## config.mk

```make
export PLATFORM = sky130hd
export DESIGN_NAME = ntt_addr_seq_flat
export DESIGN_NICKNAME = d
export VERILOG_FILES = /design/src/rtl/ntt_addr_seq_if.sv /design/src/rtl/ntt_addr_seq.sv /design/src/flat_wrapper.sv
export SDC_FILE = /design/constraint.sdc
export NUM_CORES = 1
export LEC_CHECK = 0
export ABC_AREA = 1
export BUFFER_PORTS_ARGS = -buffer_cell sky130_fd_sc_hd__buf_2
export CORE_MARGIN = 4
export CORE_UTILIZATION = 50
export CTS_BUF_LIST = sky130_fd_sc_hd__clkbuf_8
export CTS_CLUSTER_SIZE = 14
export DETAILED_ROUTE_END_ITERATION = 7
export PLACE_DENSITY = 0.77
export SYNTH_ARGS = -nofsm -noshare
export SYNTH_HDL_FRONTEND = slang
export SYNTH_SLANG_ARGS = --single-unit
```

## constraint.sdc

```tcl
create_clock -name clk -period 3.1 [get_ports clk]
set_input_delay 0.62 -clock clk [delete_from_list [all_inputs] [get_ports clk]]
set_output_delay 0.62 -clock clk [all_outputs]
set_load 0.02 [all_outputs]
```

## src/rtl/ntt_addr_seq_if.sv

```systemverilog
`default_nettype none
// ============================================================================
//  Module   : ntt_addr_seq_if
//  Purpose  : Valid/ready word stream from the NTT address sequencer to the
//             butterfly memory-access stage (three address fields per word).
//  Revision : 1.0 - initial release
// ============================================================================
interface ntt_addr_seq_if #(
   parameter int FW = 7
) ();
   logic          valid;
   logic          ready;
   logic [FW-1:0] a;
   logic [FW-1:0] b;
   logic [FW-1:0] c;

   modport master (output valid, output a, output b, output c, input ready);
   modport slave  (input valid, input a, input b, input c, output ready);
endinterface
`default_nettype wire

```

## src/rtl/ntt_addr_seq.sv

```systemverilog
`default_nettype none
// ============================================================================
//  Module   : ntt_addr_seq
//  Purpose  : Walks a programmable ROM address range, absorbs the ROM's
//             one-cycle registered read latency and streams each 3-field word
//             out through a small registered FIFO with full back-pressure.
//  Revision : 1.0 - initial release
// ============================================================================
module ntt_addr_seq #(
   parameter int AW         = 7,
   parameter int FW         = 7,
   parameter int FIFO_DEPTH = 4
) (
   input  logic              clk,
   input  logic              rst,
   input  logic              start_i,
   input  logic [AW-1:0]     first_addr_i,
   input  logic [AW-1:0]     last_addr_i,
   output logic [AW-1:0]     rom_addr_o,
   output logic              rom_wr_ena_o,
   input  logic [3*FW-1:0]   rom_data_i,
   output logic              busy_o,
   output logic              done_o,
   ntt_addr_seq_if.master    out_if
);

   localparam int DW    = 3 * FW;
   localparam int OCC_W = $clog2(FIFO_DEPTH + 1);
   localparam logic [OCC_W:0] C_DEPTH = (OCC_W + 1)'(FIFO_DEPTH);

   typedef enum logic [1:0] {
      S_IDLE  = 2'd0,
      S_RUN   = 2'd1,
      S_DRAIN = 2'd2
   } state_t;

   state_t            state_q, state_d;
   logic [AW-1:0]     cur_q, cur_d;
   logic [AW:0]       rem_q, rem_d;
   logic [AW-1:0]     rom_addr_q, rom_addr_d;
   logic              v0_q, v0_d;
   logic              v1_q, v1_d;
   logic              done_q, done_d;
   logic [OCC_W-1:0]  occ_q, occ_d;
   logic [DW-1:0]     mem_q [FIFO_DEPTH];
   logic [DW-1:0]     mem_d [FIFO_DEPTH];

   logic              w_pop;
   logic              w_push;
   logic [OCC_W:0]    w_inflight;
   logic [OCC_W:0]    w_limit;
   logic              w_room;
   logic [AW-1:0]     w_span;
   logic [OCC_W-1:0]  w_wr_idx;
   logic [DW-1:0]     w_ext [FIFO_DEPTH+1];

   // Handshake, credit and range arithmetic shared by the FSM and the FIFO.
   always_comb begin
      w_pop      = (occ_q != '0) && out_if.ready;
      w_push     = v1_q;
      // Words already buffered plus reads still in the ROM pipeline must
      // leave a free slot, counting the slot freed by a pop this cycle.
      w_inflight = {1'b0, occ_q} + {{OCC_W{1'b0}}, v0_q} + {{OCC_W{1'b0}}, v1_q};
      w_limit    = C_DEPTH + {{OCC_W{1'b0}}, w_pop};
      w_room     = (w_inflight < w_limit);
      w_span     = last_addr_i - first_addr_i;
   end

   // Next-state logic for the walk FSM, address generator and read pipeline.
   always_comb begin
      state_d    = state_q;
      cur_d      = cur_q;
      rem_d      = rem_q;
      rom_addr_d = rom_addr_q;
      v0_d       = 1'b0;
      v1_d       = v0_q;
      done_d     = 1'b0;
      case (state_q)
         S_IDLE: begin
            if (start_i) begin
               // The accepting edge also issues first_addr, so the count of
               // addresses still to issue is (span + 1) - 1 = span.
               rom_addr_d = first_addr_i;
               cur_d      = first_addr_i + AW'(1);
               rem_d      = {1'b0, w_span};
               v0_d       = 1'b1;
               state_d    = (first_addr_i == last_addr_i) ? S_DRAIN : S_RUN;
            end
         end
         S_RUN: begin
            if (w_room) begin
               rom_addr_d = cur_q;
               cur_d      = cur_q + AW'(1);
               rem_d      = rem_q - (AW + 1)'(1);
               v0_d       = 1'b1;
               if (rem_q == (AW + 1)'(1)) begin
                  state_d = S_DRAIN;
               end
            end
         end
         S_DRAIN: begin
            // The final word leaves on this edge when nothing else is
            // buffered or still in flight from the ROM.
            if (!v0_q && !v1_q && (occ_q == OCC_W'(1)) && w_pop) begin
               state_d = S_IDLE;
               done_d  = 1'b1;
            end
         end
         default: begin
            state_d = S_IDLE;
         end
      endcase
   end

   // Shift-register FIFO: entry 0 is the registered head, pops shift down,
   // the ROM word lands in the first free slot after any shift.
   always_comb begin
      for (int i = 0; i < FIFO_DEPTH; i++) begin
         w_ext[i] = mem_q[i];
      end
      w_ext[FIFO_DEPTH] = '0;
      w_wr_idx = w_pop ? (occ_q - OCC_W'(1)) : occ_q;
      occ_d    = occ_q + OCC_W'(w_push) - OCC_W'(w_pop);
      for (int i = 0; i < FIFO_DEPTH; i++) begin
         mem_d[i] = w_pop ? w_ext[i+1] : w_ext[i];
         if (w_push && (w_wr_idx == OCC_W'(i))) begin
            mem_d[i] = rom_data_i;
         end
      end
   end

   // State register for FSM, counters, read pipeline and FIFO storage.
   always_ff @(posedge clk) begin
      if (rst) begin
         state_q    <= S_IDLE;
         cur_q      <= '0;
         rem_q      <= '0;
         rom_addr_q <= '0;
         v0_q       <= 1'b0;
         v1_q       <= 1'b0;
         done_q     <= 1'b0;
         occ_q      <= '0;
         for (int i = 0; i < FIFO_DEPTH; i++) begin
            mem_q[i] <= '0;
         end
      end else begin
         state_q    <= state_d;
         cur_q      <= cur_d;
         rem_q      <= rem_d;
         rom_addr_q <= rom_addr_d;
         v0_q       <= v0_d;
         v1_q       <= v1_d;
         done_q     <= done_d;
         occ_q      <= occ_d;
         for (int i = 0; i < FIFO_DEPTH; i++) begin
            mem_q[i] <= mem_d[i];
         end
      end
   end

   // Output mapping straight from registers.
   always_comb begin
      rom_addr_o   = rom_addr_q;
      rom_wr_ena_o = 1'b0;
      busy_o       = (state_q != S_IDLE);
      done_o       = done_q;
      out_if.valid = (occ_q != '0);
      out_if.a     = mem_q[0][3*FW-1:2*FW];
      out_if.b     = mem_q[0][2*FW-1:FW];
      out_if.c     = mem_q[0][FW-1:0];
   end

endmodule
`default_nettype wire

```

## src/flat_wrapper.sv

```systemverilog
// flat-port wrapper written by rule: the top's interface ports become plain ports
module ntt_addr_seq_flat 
#(
   parameter int AW         = 7,
   parameter int FW         = 7,
   parameter int FIFO_DEPTH = 4
)
  (clk, rst, start_i, first_addr_i, last_addr_i, rom_addr_o, rom_wr_ena_o, rom_data_i, busy_o, done_o, out_if_valid, out_if_a, out_if_b, out_if_c, out_if_ready);
  ntt_addr_seq_if #(.FW(FW)) out_if_i ();
  input  logic clk;
  input  logic rst;
  input  logic start_i;
  input  logic [AW-1:0] first_addr_i;
  input  logic [AW-1:0] last_addr_i;
  output logic [AW-1:0] rom_addr_o;
  output logic rom_wr_ena_o;
  input  logic [3*FW-1:0] rom_data_i;
  output logic busy_o;
  output logic done_o;
  output wire logic [$bits(out_if_i.valid)-1:0] out_if_valid;
  output wire logic [$bits(out_if_i.a)-1:0] out_if_a;
  output wire logic [$bits(out_if_i.b)-1:0] out_if_b;
  output wire logic [$bits(out_if_i.c)-1:0] out_if_c;
  input wire logic [$bits(out_if_i.ready)-1:0] out_if_ready;
  assign out_if_valid = out_if_i.valid;
  assign out_if_a = out_if_i.a;
  assign out_if_b = out_if_i.b;
  assign out_if_c = out_if_i.c;
  assign out_if_i.ready = out_if_ready;
  ntt_addr_seq #(.AW(AW), .FW(FW), .FIFO_DEPTH(FIFO_DEPTH)) u_core (.clk(clk), .rst(rst), .start_i(start_i), .first_addr_i(first_addr_i), .last_addr_i(last_addr_i), .rom_addr_o(rom_addr_o), .rom_wr_ena_o(rom_wr_ena_o), .rom_data_i(rom_data_i), .busy_o(busy_o), .done_o(done_o), .out_if(out_if_i));
endmodule
```

==> metrics.cfg <==
[run_status]
run_status=complete, no violations

[clock_network]
clock_sinks=114
cts_max_level=4
clock-root-buffer=sky130_fd_sc_hd__clkbuf_8
post-cts-setup-buffers=0
post_cts_resized=0
cts_tree=built
cts_buffer_depth=2
clk_latency_ps=440
cts_inserted_buffers=17
ctsHoldBuffers=0
clk_pin_slew_ps=70

[min_path]
holdCritPathClass=in -> reg

[routing]
routed_wire_length_per_instance_um=13.4
dr_total_vias=6061
detail_route.drc_violations=0
route.detailed.vias_per_inst=5.36
finalWirelength_mm=15.1
drt_pass1_iterations=5
detail_route.iter0.violations=611
postRouteAntennaNets=0

[placement]
dp_slack_ps=437
dpl.hpwl_mm=10.2
place_congestion=0.819
io_buffers=69

[sta]
setup_ws_ps=430
grt_setup_unrepaired=false
holdWs_ps=463
min_period_over_period=0.861
totalNegativeSetupSlack_ps=0
timing.final.hold_violations=0
relSlewSlack=0.597
setup_viol_count_final=0
worst_clock_skew_ps=9.04
max_slew.worst_pin.slew_ps=603
maxClockFrequency_mhz=375
period_needed_ps=2670
drv_slew=0

[floorplanning]
die_area_mm2=0.0140
io_pins=71
number_of_standard_cell_rows_in_the_floorplan=40
die_height_um=119
core-area_mm2=0.0120
die_width_um=119
floorplan.initialDensity=0.511

[pwr]
sw_frac_of_total=0.416
p_sw_mw=2.24
finalPower_mw=5.39
power.clock.fraction=0.257
powerDensity_mw_per_mm2=778
p_seq_frac=0.342
power.static_leakage_nw=3.21
share_comb_of_total_power=0.401
cell_internal_pwr_mw=3.15
highest_ir_drop_seen_on_vdd_uv=452

[synthesis]
syn_area_mm2=0.00611
synthesis.area_per_instance_um2=6.57
netlist-cell-type-count=31
synth.net_count=988
ys_ff_latch=114
syn-instance-count=930
synth.yosys.warnings=0
synth.yosys.seq_area_share=0.374

[grt]
remaining_global_route_overflow=0
via_count_of_the_first_global_routing_pass=5349
gr-usage-all-layers=0.218
grt_first_pass_wirelength_mm=25.6
grt_max_degree=55
antenna_violations_before_repair=0

[critical_path]
timing.critical_path.fanout_max=26
timing.setup.critical_path_class=reg -> reg
setup.worst_path.end_class=flip-flop
worstPathArrival_ps=2990
worstSetupStartpointType=flip-flop
required_ps=3420

[layout]
final_core_util=0.579
share_of_final_layout_standard_cells_stronger_than_drive_strength_1=0.135
layout_common_cells=sky130_fd_sc_hd__nand2_1, sky130_fd_sc_hd__nand3_1, sky130_fd_sc_hd__dfxtp_1
final_common_cell=sky130_fd_sc_hd__nand2_1
antenna_cells_inserted=0
finish.net_count=1031
syn2layout_area_growth_pct=13.3

[flow_run]
maxCapViolations=0

-- per-stage QoR --
stage,cell area [µm²],std cells
4_1_cts,6920,1130
3_3_place_gp,6530,1101
3_5_place_dp,6530,1101
6_report,6920,1130
2_1_floorplan,6110,930
5_1_grt,6920,1130
-- cell type report --
type / instances / area, µm²
repair buffers: 88 / 500
clock buffers: 23 / 317
fillers: 1157 / 5040
inverters: 66 / 248
well taps: 147 / 184
flip-flops and latches: 114 / 2280
multi-input cells: 686 / 3310
clock inverters: 6 / 80.1
-- registers in the layout, summed over array words and instances (netlist names), 2 cells and up --
| signal | cells |
|---|---|
| u_core.rem_q | 8 |
| u_core.state_q | 2 |
| u_core.mem_q | 84 |
| u_core.occ_q | 3 |
| u_core.cur_q | 7 |
| u_core.rom_addr_o | 7 |
-- power groups by stage --
stage	registers, mW	logic, mW	clock network (mW)
3_5_place_dp	1.87	2.13	0
3_3_place_gp	1.86	2.11	0
5_1_grt	1.87	2.42	1.47
2_1_floorplan	1.93	1.54	0
4_1_cts	1.84	2.15	1.41
6_report	1.84	2.16	1.39
-- worst paths after layout --
path | from | end | slack (ps) | cells after the start
worst max-delay path | u_core.occ_q[0] | u_core.cur_q[3] | 430 | 12
worst min-delay path | rom_data_i[2] | u_core.mem_q[3][2] | 460 | 3
worst max register to register | u_core.occ_q[0] | u_core.cur_q[3] | 430 | 12
worst min register to register | u_core.rom_addr_o[4] | u_core.rom_addr_o[4] | 470 | 2
-- per-layer routing --
layer  up-vias  track usage  share of wire
li1       3108            -              -
met1      2734        0.333           0.50
met2       201        0.298           0.42
met3        18       0.0555          0.073
met4         0       0.0673          0.012
met5         -            0              0
-- worst max-delay path, stage by stage, from the launching register on --
cell and delay [ps]:
sky130_fd_sc_hd__dfxtp_1 360, sky130_fd_sc_hd__inv_1 160, sky130_fd_sc_hd__fa_1 440, sky130_fd_sc_hd__inv_1 80, sky130_fd_sc_hd__ha_1 220, sky130_fd_sc_hd__inv_1 50, sky130_fd_sc_hd__nand2_1 40, sky130_fd_sc_hd__o21ai_1 170
sky130_fd_sc_hd__nand3_1 200, sky130_fd_sc_hd__nand2_2 400, sky130_fd_sc_hd__inv_2 220, sky130_fd_sc_hd__a21oi_1 170, sky130_fd_sc_hd__nor2_1 50
-- synth_stat cells, drive strengths merged --
master / count / share of area
or2: 5 / 0.0051
nor2: 49 / 0.033
mux2i: 1 / 0.0016
a21oi: 104 / 0.085
nand2: 279 / 0.18
xor2: 6 / 0.012
xnor2: 1 / 0.0014
nor4: 1 / 0.0010
nand3: 188 / 0.15
dfxtp: 114 / 0.37
a21o: 1 / 0.0012
ha: 16 / 0.033
clkbuf: 34 / 0.021
nand4: 3 / 0.0031
inv: 66 / 0.041
nand3b: 3 / 0.0037
o21ai: 23 / 0.019
conb: 1 / 0.00061
fa: 3 / 0.0098
nor3: 1 / 0.00082
o22ai: 1 / 0.0010
buf: 30 / 0.025
-- kinds of logic after synthesis --
group / after synthesis / synth area share
and+or+nand+nor: 529 / 0.376
buffers and inverters: 130 / 0.0862
muxes: 1 / 0.00164
other: 1 / 0.000614
xor gates and xnor gates: 7 / 0.0131
AOI/OAI and AO/OA: 129 / 0.106
adders and majority gates: 19 / 0.0426
DFF: 114 / 0.374
Note: power is estimated with default switching activity, not from simulation.
